===== config.mk =====
export PLATFORM = sky130hd
export DESIGN_NAME = universal_shift_reg_flat
export DESIGN_NICKNAME = d
export VERILOG_FILES = /design/src/rtl/universal_shift_reg_if.sv /design/src/rtl/universal_shift_reg.sv /design/src/flat_wrapper.sv
export SDC_FILE = /design/constraint.sdc
export NUM_CORES = 1
export LEC_CHECK = 0
export ABC_AREA = 0
export CORE_MARGIN = 4
export CORE_UTILIZATION = 48
export CTS_BUF_LIST = sky130_fd_sc_hd__clkbuf_4
export CTS_CLUSTER_SIZE = 30
export DETAILED_ROUTE_END_ITERATION = 8
export GPL_TIMING_DRIVEN = 0
export PLACE_DENSITY = 0.86
export SLEW_MARGIN = 0
export SYNTH_ARGS = -nofsm -noshare
export SYNTH_HDL_FRONTEND = slang
export SYNTH_SLANG_ARGS = --single-unit

===== constraint.sdc =====
create_clock -name clock -period 3.7 [get_ports clock]
set_clock_uncertainty 0.15 [all_clocks]
set_input_delay 0.74 -clock clock [delete_from_list [all_inputs] [get_ports clock]]
set_output_delay 0.74 -clock clock [all_outputs]
set_load 0.1 [all_outputs]

===== src/rtl/universal_shift_reg_if.sv =====
// Data/control bundle for universal_shift_reg: mode/enable/serial inputs in,
// register contents and status out. clock and clear stay as plain ports.
interface universal_shift_reg_if #(
  parameter int WIDTH = 8
);
  localparam int CW = $clog2(WIDTH + 1);

  logic             enable;
  logic [2:0]       mode;
  logic [WIDTH-1:0] d;
  logic             sin_l;
  logic             sin_r;
  logic [WIDTH-1:0] q;
  logic             sout_l;
  logic             sout_r;
  logic [CW-1:0]    shift_count;
  logic             drained;

  modport master (
    output enable, mode, d, sin_l, sin_r,
    input  q, sout_l, sout_r, shift_count, drained
  );

  modport slave (
    input  enable, mode, d, sin_l, sin_r,
    output q, sout_l, sout_r, shift_count, drained
  );
endinterface


===== src/rtl/universal_shift_reg.sv =====
// WIDTH-bit universal shift register: hold, load, shift and rotate both ways,
// with a saturating shift counter that flags when a loaded word is drained.
module universal_shift_reg #(
  parameter int               WIDTH       = 8,
  parameter logic [WIDTH-1:0] RESET_VALUE = '0
) (
  input logic                 clock,
  input logic                 clear,
  universal_shift_reg_if.slave bus
);
  localparam int            CW   = $clog2(WIDTH + 1);
  localparam logic [CW-1:0] FULL = CW'(WIDTH);

  typedef enum logic [2:0] {
    MODE_HOLD  = 3'b000,
    MODE_SHL   = 3'b001,
    MODE_SHR   = 3'b010,
    MODE_LOAD  = 3'b011,
    MODE_ROL   = 3'b100,
    MODE_ROR   = 3'b101,
    MODE_SCLR  = 3'b110,
    MODE_RSVD  = 3'b111
  } mode_e;

  logic [WIDTH-1:0] q_r, q_next;
  logic [CW-1:0]    count_r, count_next;
  logic             count_inc;

  // NOTE: every signal gets a default before the case, so no path leaves
  // q_next/count_next unassigned and no latch is inferred.
  always_comb begin
    q_next     = q_r;
    count_next = count_r;
    count_inc  = 1'b0;
    case (mode_e'(bus.mode))
      MODE_SHL:  begin q_next = {q_r[WIDTH-2:0], bus.sin_r};    count_inc = 1'b1; end
      MODE_SHR:  begin q_next = {bus.sin_l, q_r[WIDTH-1:1]};    count_inc = 1'b1; end
      MODE_LOAD: begin q_next = bus.d;                          count_next = '0;  end
      MODE_ROL:  begin q_next = {q_r[WIDTH-2:0], q_r[WIDTH-1]}; count_inc = 1'b1; end
      MODE_ROR:  begin q_next = {q_r[0], q_r[WIDTH-1:1]};       count_inc = 1'b1; end
      MODE_SCLR: begin q_next = '0;                             count_next = '0;  end
      default:   ; // hold and reserved
    endcase
    // Shifting continues past saturation; only the count stops.
    if (count_inc && (count_r != FULL)) count_next = count_r + 1'b1;
  end

  // NOTE: state registers use non-blocking assignments so every flop samples
  // pre-edge values; clear is synchronous and outranks enable.
  always_ff @(posedge clock) begin
    if (clear) begin
      q_r     <= RESET_VALUE;
      count_r <= '0;
    end else if (bus.enable) begin
      q_r     <= q_next;
      count_r <= count_next;
    end
  end

  // Outputs come straight from registers, so there is no sin_* to sout_* path.
  assign bus.q           = q_r;
  assign bus.sout_l      = q_r[WIDTH-1];
  assign bus.sout_r      = q_r[0];
  assign bus.shift_count = count_r;
  assign bus.drained     = (count_r == FULL);
endmodule


===== src/flat_wrapper.sv =====
// flat-port wrapper written by rule: the top's interface ports become plain ports
module universal_shift_reg_flat 
#(
  parameter int               WIDTH       = 8,
  parameter logic [WIDTH-1:0] RESET_VALUE = '0
)
  (clock, clear, bus_enable, bus_mode, bus_d, bus_sin_l, bus_sin_r, bus_q, bus_sout_l, bus_sout_r, bus_shift_count, bus_drained);
  universal_shift_reg_if #(.WIDTH(WIDTH)) bus_i ();
  input logic clock;
  input logic clear;
  input wire logic [$bits(bus_i.enable)-1:0] bus_enable;
  input wire logic [$bits(bus_i.mode)-1:0] bus_mode;
  input wire logic [$bits(bus_i.d)-1:0] bus_d;
  input wire logic [$bits(bus_i.sin_l)-1:0] bus_sin_l;
  input wire logic [$bits(bus_i.sin_r)-1:0] bus_sin_r;
  output wire logic [$bits(bus_i.q)-1:0] bus_q;
  output wire logic [$bits(bus_i.sout_l)-1:0] bus_sout_l;
  output wire logic [$bits(bus_i.sout_r)-1:0] bus_sout_r;
  output wire logic [$bits(bus_i.shift_count)-1:0] bus_shift_count;
  output wire logic [$bits(bus_i.drained)-1:0] bus_drained;
  assign bus_i.enable = bus_enable;
  assign bus_i.mode = bus_mode;
  assign bus_i.d = bus_d;
  assign bus_i.sin_l = bus_sin_l;
  assign bus_i.sin_r = bus_sin_r;
  assign bus_q = bus_i.q;
  assign bus_sout_l = bus_i.sout_l;
  assign bus_sout_r = bus_i.sout_r;
  assign bus_shift_count = bus_i.shift_count;
  assign bus_drained = bus_i.drained;
  universal_shift_reg #(.WIDTH(WIDTH), .RESET_VALUE(RESET_VALUE)) u_core (.clock(clock), .clear(clear), .bus(bus_i));
endmodule

## After elaboration in Yosys (flattened, before gate mapping)

Cells that the tools add are included.

- Bits in registers: 12
- Input bits: 16
- Output and inout port bits: 15
- Logic and storage cells: 22

- $add $sub $neg: 1
- Equality and inequality tests: 8
- Mux-type cells: 4
- Reductions and logical operators: 7

Operators with widths:

| operator | count |
|---|---|
| one-hot mux 8 bit (6 select lines) | 1 |
| == test 3 bit (second input constant) | 3 |
| two-way mux 4 bit | 2 |
| == test 3 x 2 -> 1 bit (second input constant) | 2 |
| nonzero test 6 bit | 1 |
| adder 4 x 1 -> 4 bit (second input constant) | 1 |
| == test 4 bit (second input constant) | 1 |
| != test 4 bit (second input constant) | 1 |
| AND reduction 2 bit | 2 |
| OR reduction 4 bit | 1 |
| == test 3 x 1 -> 1 bit (second input constant) | 1 |
| nonzero test 2 bit | 1 |
| OR reduction 2 bit | 1 |
| logical AND 1 bit | 1 |
| two-way mux 1 bit | 1 |

## Logic depth before layout (Yosys ltp)

Gate-level depths: netlist (run 1).

- Word-level depth: 6
- Mapped depth: 7
- Mapped depth without buffers: 7

## Least setup slack after synthesis (run 1)

No wires, ideal clock.

- Path type: register to register
- From: register u_core.count_r[0] (netlist: u_core.bus.shift_count[0])
- To: register u_core.count_r[3] (netlist: u_core.bus.shift_count[3])
- Library setup time: 0.080 ns
- Data arrival time: 2.838 ns
- Required time: 3.470 ns
- Path slack: 0.632 ns
- Stages on the path, launching flop included: 8
- Buffers on the path: 0
- Clock period less this slack: 3.068 ns
- Cell sequence: dfxtp_1 -> inv_1 -> ha_1 -> nand3b_1 -> inv_2 -> or4_1 -> or4_1 -> o211ai_1

- Word-level cells in the longest chain between the ends: 4
- Elaborated cells between the ends (all ways): 6
- Classes of those cells: add/sub: 1; eq/ne: 1; mux: 1; reduce/logical: 3

RTL lines:

| element | line | text |
|---|---|---|
| from (decl) | universal_shift_reg.sv:26 | `logic [CW-1:0] count_r, count_next;` |
| from (signal assigned) | universal_shift_reg.sv:56 | `count_r <= count_next;` |
| parallel branches: the longest is 4 deep, another holds adder 4 x 1 -> 4 bit | n/a |  |

Several ways; the timed one is not identified.
A chain may end at the register's enable or synchronous reset.

## Worst setup path after layout (run 1)

- From: register u_core.count_r[0] (netlist: u_core.bus.shift_count[0])
- To: output bus_drained

- Word-level cells in the longest chain between the ends: 1

RTL lines:

| element | line | text |
|---|---|---|
| == test 4 bit | universal_shift_reg.sv:65 | `assign bus.drained = (count_r == FULL);` |
| to (decl) | flat_wrapper.sv:20 | `output wire logic [$bits(bus_i.drained)-1:0] bus_drained;` |

Every way passes these cells.

==> results.md, run 1 <==
- Most common cell after layout, fill and taps aside: clkdlybuf4s50_1
- Hold Crit Start: u_core.bus.q[4]
- Fin. Hold Viols: 0
- Router iterations before antenna repair: 4
- Setup ws final: 0.586 ns
- Post-synthesis sequential element count: 12
- Reg-to-reg startpoint: u_core.bus.shift_count[0]
- Ys flop type: dfxtp_1
- Number of vias per cell: 5.99
- Utilization after layout: 73.7%
- Slew Viols, Final: 0
- Largest cells by area after synthesis: dfxtp_1 29%, a311oi_1 7.4%, nand2_1 6.3%, o21ai_0 6.0%, a21oi_1 5.4%
- Mapped Area: 828 um^2
- Post-synth EDFFs: 0
- Initial antenna violation count: 0
- Post-synth top area share: 29.0%
- GP Congestion: 0.810
- Worst-margin pin slew: 0.971 ns
- Final TNS setup: 0 ns
- XOR/XNOR Fraction of Synth Area: 1.06%
- Die Width: 49.5 um
- Internal: 0.229 mW
- RSZ-0062 raised after global routing: false
- Adder-Cell Fraction of Synth Area: 3.02%
- Number of buffers added on ports: 29
- Net Switching: 0.174 mW
- Critical Path End Type: output pin
- DRT Wirelength: 2320 um
- Switching share of power: 43.1%
- Most frequent cells in the layout: 29 x clkdlybuf4s50_1, 14 x nand2_1, 12 x dfxtp_1
- Worst EP required: 2.81 ns
- Starting DRT DRC Count: 22
- TritonCTS clock tree: built
- Wire per inst: 14.6 um
- Layout cells sized above 1: 6.99%
- DRT antenna net count: 0
- Static leakage: 0.425 nW
- Synthesized area per cell: 7.46 um^2
- Initial Util: 52.5%
- Cts hold-fix bufs: 0
- Vias in the first global route: 917
- Io pins: 31
- Critical Path Start Type: register
- Status: finished clean
- Root Buffer: clkbuf_4
- Simple-Gate Fraction of Synth Area: 23.6%
- Register area share after synthesis: 29.0%
- Largest family of logic cells by synthesized area: compound AO/OA/AOI/OAI gates
- Ant diodes: 0
- Library cells used by synthesis: 31
- Vias: 953
- GRT Residual Overflow: 0
- First-pass GRT wire length: 3930 um
- CTS Buffer Depth: 2
- Final #Nets: 163
- F_max: 321 MHz
- Num rows: 14
- Worst setup path startpoint: u_core.bus.shift_count[0]
- Min Tclk post-route: 3.11 ns
- CTS Sinks: 12
- Post-synthesis mux area share: 2.42%
- H-tree depth: 1
- GRT Total Usage: 20.3%
- DRC: 0
- P per Cell Area: 347 nW/um^2
- Setup Viol. Count Final: 0
- Clock power frac: 20.4%
- Yosys warnings: 0
- Largest net degree at the start of global routing: 11
- Final worst-path cycle share: 84.2%
- CTS buffer count: 3
- P&R area growth vs syn: 40.2%
- Post-CTS setup buffer count: 0
- Crit-path max FO: 5
- Die area: 2450 um^2
- Crit Path Class: register to output pin
- Peak supply drop: 0.000229 V
- FILL cells: 130
- Post-Syn Nets: 129
- Setup WS pre-CTS: 0.876 ns
- Crit path DAT: 2.22 ns
- Cell accounting for the most synthesized area: dfxtp_1
- Skew-Pair Late Insertion Delay: 0.27 ns
- Async S/R FF share, synth: 0%
- Gate count of the mapped netlist: 111
- Gate power share: 43.1%
- Max Cap Violations: 0
- Hold Path Class: register to register
- Flop pwr share: 36.4%
- Core Area: 1580 um^2
- Worst slew margin: 35.1%
- Height of the die: 49.5 um
- Clock transition at path regs: 0.07 ns
- HPWL after DPL: 1730 um
- Resize count post-CTS: 0
- Synth Area in Compound Gates: 29.3%
==> final cells by class <==
| cell class | instances | area, um^2 | area share (%) |
|---|---|---|---|
| inverters | 9 | 33.8 | 2.91 |
| well taps | 16 | 20.0 | 1.72 |
| clock buffers | 3 | 22.5 | 1.94 |
| repair buffers | 29 | 290 | 25.0 |
| flip-flops and latches | 12 | 240 | 20.7 |
| multi-input cells | 82 | 492 | 42.3 |
| plain buffers | 8 | 62.6 | 5.39 |
==> state kept, by name, indices dropped and copies added, names as in the netlist <==
| name | flops |
|---|---|
| u_core.bus.shift_count | 4 |
| u_core.bus.q | 8 |
==> per-layer routing <==
layer	share of wire, %	global-route usage, %	vias up
li1	-	-	471
met1	45	26.6	427
met2	44	30.0	48
met3	9.1	5.12	7
met4	1.7	11.5	0
met5	0	0	-
==> power by group through the flow <==
stage | registers (mW) | logic, mW | clock network, mW
final | 0.147 | 0.174 | 0.0823
after detailed placement | 0.150 | 0.172 | 0
after floorplan | 0.210 | 0.0640 | 0
after CTS | 0.147 | 0.173 | 0.0830
after global routing | 0.149 | 0.184 | 0.0928
after global placement | 0.149 | 0.171 | 0
==> worst paths after layout <==
check | to | slack (ns) | cells after the start
worst min-delay path | u_core.bus.q[5] | 0.37 | 2
worst max-delay path | bus_drained | 0.59 | 5
worst min register to register | u_core.bus.q[5] | 0.37 | 2
worst max register to register | u_core.bus.shift_count[3] | 1.51 | 7
==> metrics by stage <==
step           instance area, um^2  cells  hold slack, ns  power, mW
6_report                      1160    159           0.368      0.403
5_1_grt                       1160    159           0.402      0.425
4_1_cts                       1160    159           0.363      0.403
3_5_place_dp                  1140    156           0.353      0.322
3_3_place_gp                  1140    156           0.344      0.320
2_1_floorplan                  828    111           0.691      0.274
==> synthesized netlist by cell type (3+ instances only) <==
cell type / n
nand2_1: 14
dfxtp_1: 12
o21ai_0: 10
a21oi_1: 9
inv_1: 8
nor2_1: 8
a311oi_1: 7
nand3_1: 7
o211ai_1: 3
==> cells by family (layout without fill, tap and decap cells) <==
| logic type | count (synthesis) | after routing |
|---|---|---|
| AND/OR/NAND/NOR | 40 | 40 |
| flip-flops | 12 | 12 |
| AO/OA/AOI/OAI | 37 | 37 |
| buffers and inverters | 17 | 49 |
| XOR/XNOR | 1 | 1 |
| multiplexers | 2 | 2 |
| adder cells (fa/ha/maj) | 2 | 2 |
==> worst max-delay path: stages, from the launching register on <==
cell	delay [ns]
dfxtp_1	0.34
inv_1	0.08
ha_1	0.16
nand3b_1	0.13
inv_2	0.10
clkdlybuf4s50_1	1.13
Note: power is estimated with default switching activity, not from simulation.
==> run 2: changes to the inputs <==
--- a/config.mk
+++ b/config.mk
@@ -7,12 +7,12 @@
 export LEC_CHECK = 0
 export ABC_AREA = 0
 export CORE_MARGIN = 4
-export CORE_UTILIZATION = 48
+export CORE_UTILIZATION = 41
 export CTS_BUF_LIST = sky130_fd_sc_hd__clkbuf_4
 export CTS_CLUSTER_SIZE = 30
 export DETAILED_ROUTE_END_ITERATION = 8
 export GPL_TIMING_DRIVEN = 0
-export PLACE_DENSITY = 0.86
+export PLACE_DENSITY = 0.78
 export SLEW_MARGIN = 0
 export SYNTH_ARGS = -nofsm -noshare
 export SYNTH_HDL_FRONTEND = slang
==> constraint.sdc (replaced) <==
create_clock -name clock -period 2.8 [get_ports clock]
set_clock_uncertainty 0.15 [all_clocks]
set_input_delay 0.56 -clock clock [delete_from_list [all_inputs] [get_ports clock]]
set_output_delay 0.56 -clock clock [all_outputs]
set_load 0.1 [all_outputs]
==> run 2 against run 1 <==
First-iteration DRC count is 23% lower; utilization is 8.9 points lower; flip-flop and latch count stayed put; wire length is 4.0% higher; power is 34% higher; largest cell class unchanged.
==> results.md, run 2 (same netlist as run 1, synthesis figures left out) <==
- Die Width: 52.9 um (+6.9%)
- CTS Buffer Depth: 2 (unchanged)
- Crit Path Class: register to output pin
- F_max: 376 MHz
- Clock transition at path regs: 0.08 ns (about the same)
- Layout cells sized above 1: 9.03% (+2.0 points)
- DRT Wirelength: 2410 um (+4.0%)
- Met2 Use GR: 29.8% (-0.20 points)
- Final #Nets: 163 (unchanged)
- Critical Path End Type: output pin
- Root Buffer: clkbuf_4
- Router iterations before antenna repair: 4 (unchanged)
- Slew Viols, Final: 0 (unchanged)
- CTS buffer count: 3 (unchanged)
- H-tree depth: 1 (unchanged)
- Reg2Reg Depth: 7 (unchanged)
- Vias: 933 (-2.1%)
- Max Cap Violations: 0 (unchanged)
- Cell breakdown of the critical path: buf_4, clkdlybuf4s50_1
- Largest register FFs: 8 (unchanged)
- Worst setup path startpoint: u_core.bus.q[0]
- Number of vias per cell: 5.52 (-7.9%)
- Reg-to-reg startpoint: u_core.bus.shift_count[0]
- Vias in the first global route: 903 (-1.5%)
- Crit-path max cell delay: 1.12 ns (about the same)
- RSZ-0062 raised after global routing: false
- Num rows: 15 (+1)
- Final worst-path cycle share: 95.0%
- Worst reg2reg endpoint: u_core.bus.shift_count[3]
- Io pins: 31 (unchanged)
- HPWL after DPL: 1780 um (+2.8%)
- Skew-Pair Late Insertion Delay: 0.28 ns (about the same)
- Post-route cell area: 1180 um^2 (+1.5%)
- Worst slew margin: 34.8% (-0.25 points)
- Worst-margin pin slew: 0.974 ns (+0.00367 ns)
- Starting DRT DRC Count: 17 (-23%)
- Worst EP required: 2.09 ns (-0.72 ns)
- Crit-path max FO: 5 (unchanged)
- Setup Viol. Count Final: 0 (unchanged)
- TritonCTS clock tree: built
- Initial Util: 45.5% (-7.0 points)
- Min Tclk post-route: 2.66 ns
- GP Congestion: 0.755 (-6.8%)
- DRC: 0 (unchanged)
- Crit-path slowest cell: clkdlybuf4s50_1
- Die area: 2800 um^2 (+14%)
- GRT met3 Usage: 3.94% (-1.2 points)
- Largest net degree at the start of global routing: 11 (unchanged)
- Gr busiest metal: met2
- Ant diodes: 0 (unchanged)
- GRT Residual Overflow: 0 (unchanged)
- Power Total: 0.540 mW (+34%)
- Cts hold-fix bufs: 0 (unchanged)
- Height of the die: 52.9 um (+6.9%)
- Final Hold Slack: 0.366 ns (-0.00243 ns)
- Placed cell area: 1150 um^2 (+1.3%)
- Fin. Hold Viols: 0 (unchanged)
- Critical Path Start Type: register
- Reg2Reg Setup Slack: 0.64 ns (-0.87 ns)
- Status: finished clean
- Peak supply drop: 0.000319 V (+40%)
- Met1 Use GR: 25.1% (-1.5 points)
- CP bufs+invs: 2 (-1)
- First-pass GRT wire length: 4080 um (+3.7%)
- CP delay by family, top: buffers and inverters
- Most frequent cells in the layout: 28 x clkdlybuf4s50_1, 14 x nand2_1, 10 x o21ai_0
- Wire per inst: 14.2 um (-2.1%)
- Most common cell after layout, fill and taps aside: clkdlybuf4s50_1
- Number of buffers added on ports: 29 (unchanged)
- CTS Sinks: 12 (unchanged)
- GRT Total Usage: 19.4% (-0.93 points)
- Hold Path Class: register to register
- P&R area growth vs syn: 42.3%
- Static leakage: 0.432 nW (+1.8%)
- CP Depth: 2 (-3)
- Crit path DAT: 1.95 ns (-0.27 ns)
- Core Area: 1820 um^2 (+15%)
- P per Cell Area: 459 nW/um^2 (+32%)
- Crit path to: bus_q[0]
- Final TNS setup: 0 ns (unchanged)
- Initial antenna violation count: 0 (unchanged)
- DRT antenna net count: 0 (unchanged)
- Utilization after layout: 64.7% (-8.9 points)
## run 2: cell type report
type | count | area [um^2]
flip-flops and latches | 12 | 244
plain buffers | 8 | 62.6
fillers | 172 | 642
repair buffers | 29 | 289
clock inverters | 1 | 3.75
clock buffers | 3 | 22.5
multi-input cells | 82 | 492
well taps | 25 | 31.3
inverters | 9 | 33.8
## run 2: worst register-to-register path: cells and delay by family, from the launching register on
kind / cells / cell delay (ns)
AOI/OAI and AO/OA: 1 / 0.10
and+or+nand+nor: 3 / 1.15
buffers and inverters: 2 / 0.12
DFF: 1 / 0.37
adders and majority gates: 1 / 0.20
## run 2: power breakdown
part           total [mW]  switching [mW]  internal, mW
clock network       0.116          0.0647        0.0518
logic               0.230           0.158        0.0712
registers           0.194          0.0121         0.182
total               0.540           0.235         0.305
## run 2: what timing repair did
action	CTS	global route
endpoints found under the hold margin	0	0
setup buffers	0	0
endpoints found under the setup margin	1	0
gates resized for setup	1	0
## run 2: worst min path at each step
| stage | start | endpoint | slack (ns) | cells after the start |
|---|---|---|---|---|
| 6_report | u_core.bus.q[5] | u_core.bus.q[6] | 0.37 | 2 |
| 5_1_grt | bus_enable | u_core.bus.q[6] | 0.37 | 2 |
| 4_1_cts | u_core.bus.q[4] | u_core.bus.q[5] | 0.36 | 2 |
| 3_5_place_dp | u_core.bus.q[4] | u_core.bus.q[5] | 0.35 | 2 |
| 3_3_place_gp | u_core.bus.shift_count[0] | u_core.bus.shift_count[0] | 0.34 | 2 |
| 2_1_floorplan | clear | u_core.bus.shift_count[2] | 0.50 | 1 |
## run 2: routing by layer
metal,up-vias,wire length [um]
met1,424,1130
met2,31,1080
met5,-,0
met3,5,152
met4,0,42
li1,473,-
## run 2: metrics by stage
step | setup slack (ns) | instances
global route | 0.0565 | 169
CTS | 0.128 | 169
detailed placement | 0.180 | 165
global placement | 0.199 | 165
finish | 0.140 | 169
floorplan | 0.0878 | 111
==> patch (config.mk and constraints of run 2) <==
`WIDTH` is set to 8 in 3 places; all go to 16.
--- a/src/rtl/universal_shift_reg_if.sv
+++ b/src/rtl/universal_shift_reg_if.sv
@@ -1,7 +1,7 @@
 // Data/control bundle for universal_shift_reg: mode/enable/serial inputs in,
 // register contents and status out. clock and clear stay as plain ports.
 interface universal_shift_reg_if #(
-  parameter int WIDTH = 8
+  parameter int WIDTH = 16
 );
   localparam int CW = $clog2(WIDTH + 1);
 
--- a/src/rtl/universal_shift_reg.sv
+++ b/src/rtl/universal_shift_reg.sv
@@ -1,7 +1,7 @@
 // WIDTH-bit universal shift register: hold, load, shift and rotate both ways,
 // with a saturating shift counter that flags when a loaded word is drained.
 module universal_shift_reg #(
-  parameter int               WIDTH       = 8,
+  parameter int               WIDTH       = 16,
   parameter logic [WIDTH-1:0] RESET_VALUE = '0
 ) (
   input logic                 clock,
--- a/src/flat_wrapper.sv
+++ b/src/flat_wrapper.sv
@@ -1,7 +1,7 @@
 // flat-port wrapper written by rule: the top's interface ports become plain ports
 module universal_shift_reg_flat 
 #(
-  parameter int               WIDTH       = 8,
+  parameter int               WIDTH       = 16,
   parameter logic [WIDTH-1:0] RESET_VALUE = '0
 )
   (clock, clear, bus_enable, bus_mode, bus_d, bus_sin_l, bus_sin_r, bus_q, bus_sout_l, bus_sout_r, bus_shift_count, bus_drained);
Interface: changed (resized bus_d, bus_q and bus_shift_count); port bits go from 31 to 48. The function was not compared with the original's and may differ.
==> patch against run 2 <==
Clock power is 43% higher. Sequential power is 79% higher. Sequential cell count is 9 higher. Total power is 66% higher. Setup slack worse by 0.059 ns. Design area is 67% higher. Area after synthesis is 72% higher. Count of clock-buffer cells in the layout is 1 higher. Wire length is 73% higher. Critical path type unchanged. Largest cell class unchanged.
==> patch: results (changes against run 2) <==
{
  "clk-insertion-delay-late": {"value": 0.31, "unit": "ns", "change": "+0.03 ns"},
  "postSynthNetCount": {"value": 210, "change": "+63%"},
  "final-nonclk-buf-share": {"value": 28.5, "unit": "%", "change": "-1.4 points"},
  "final_design_area_no_fill": {"value": 1960, "unit": "um2", "change": "+67%"},
  "final_nets": {"value": 261, "change": "+60%"},
  "timing.reg2reg.worst_path_depth": {"value": 6, "change": "-1"},
  "synth_xor_area_share": {"value": 0, "unit": "%", "change": "-1.1 points"},
  "top_post_synthesis_cells_by_count": "sky130_fd_sc_hd__dfxtp_1, sky130_fd_sc_hd__a21oi_1, sky130_fd_sc_hd__nand3_1, sky130_fd_sc_hd__nor2_1, sky130_fd_sc_hd__a211oi_1",
  "post_synth_num_cell_types": {"value": 32, "change": "+3.2%"},
  "num-nonclk-buffers": {"value": 64, "change": "+73%"},
  "r2r_slack": {"value": 0.97, "unit": "ns", "change": "+0.33 ns"},
  "p_leak": {"value": 0.673, "unit": "nW", "change": "+56%"},
  "layout-drive-gt1-share": {"value": 10.3, "unit": "%", "change": "+1.2 points"},
  "post_drt_wl_per_cell": {"value": 14.9, "unit": "um", "change": "+4.2%"},
  "clock_sinks": {"value": 21, "change": "+9"},
  "status": "complete, no violations",
  "min_from": "u_core.bus.shift_count[1]",
  "placement.cell_area": {"value": 1940, "unit": "um2", "change": "+68%"},
  "post_synth_mux_area_share": {"value": 0.704, "unit": "%", "change": "-1.7 points"},
  "met3_usage": {"value": 2.53, "unit": "%", "change": "-1.4 points"},
  "share_seq_of_total_power": {"value": 38.7, "unit": "%", "change": "+2.7 points"},
  "worst_slew_margin_rel": {"value": 34.5, "unit": "%", "change": "-0.30 points"},
  "grt_util_met1": {"value": 28.3, "unit": "%", "change": "+3.1 points"},
  "met2_track_utilization_from_global_routing": {"value": 31.3, "unit": "%", "change": "+1.6 points"},
  "detailedPlace.worstSlack": {"value": 0.0666, "unit": "ns", "change": "-0.113 ns"},
  "fillers": {"value": 337, "change": "+96%"},
  "cts_repair_resize_count": {"value": 2, "change": "+1"},
  "clock_buffers": {"value": 4, "change": "+1"},
  "yosys-top-cells-area": "sky130_fd_sc_hd__dfxtp_1, sky130_fd_sc_hd__a211oi_1, sky130_fd_sc_hd__a221oi_1",
  "max-vdd-ir-drop": {"value": 0.000250, "unit": "V", "change": "-22%"},
  "place.gp.congestion": {"value": 0.825, "change": "+9.3%"},
  "layout.clock.cell_area_share": {"value": 1.53, "unit": "%", "change": "-0.70 points"},
  "synthAdderAreaFrac": {"value": 1.76, "unit": "%", "change": "-1.3 points"},
  "crit_arrival": {"value": 2.01, "unit": "ns", "change": "+0.06 ns"},
  "largest_register_ff_count": {"value": 16, "change": "+8"}
}
patch: worst reg2reg max path, cell delays in order, from the launching register on:
cell	delay (ns)
sky130_fd_sc_hd__dfxtp_1	0.36
sky130_fd_sc_hd__inv_1	0.09
sky130_fd_sc_hd__ha_1	0.15
sky130_fd_sc_hd__nand4bb_1	0.16
sky130_fd_sc_hd__a211oi_1	0.53
sky130_fd_sc_hd__o311ai_0	0.21
sky130_fd_sc_hd__o41ai_1	0.09
patch: how the worst max path moves through the flow:
stage / start / end / slack (ns) / cells past startpoint
finish: u_core.bus.q[15] / bus_q[15] / 0.08 / 2
global route: u_core.bus.q[0] / bus_q[0] / 0.05 / 2
CTS: u_core.bus.shift_count[0] / bus_drained / 0.02 / 5
detailed placement: u_core.bus.shift_count[0] / bus_drained / 0.07 / 5
global placement: u_core.bus.shift_count[0] / bus_drained / 0.08 / 5
floorplan: u_core.bus.shift_count[0] / u_core.bus.shift_count[2] / 0.10 / 7
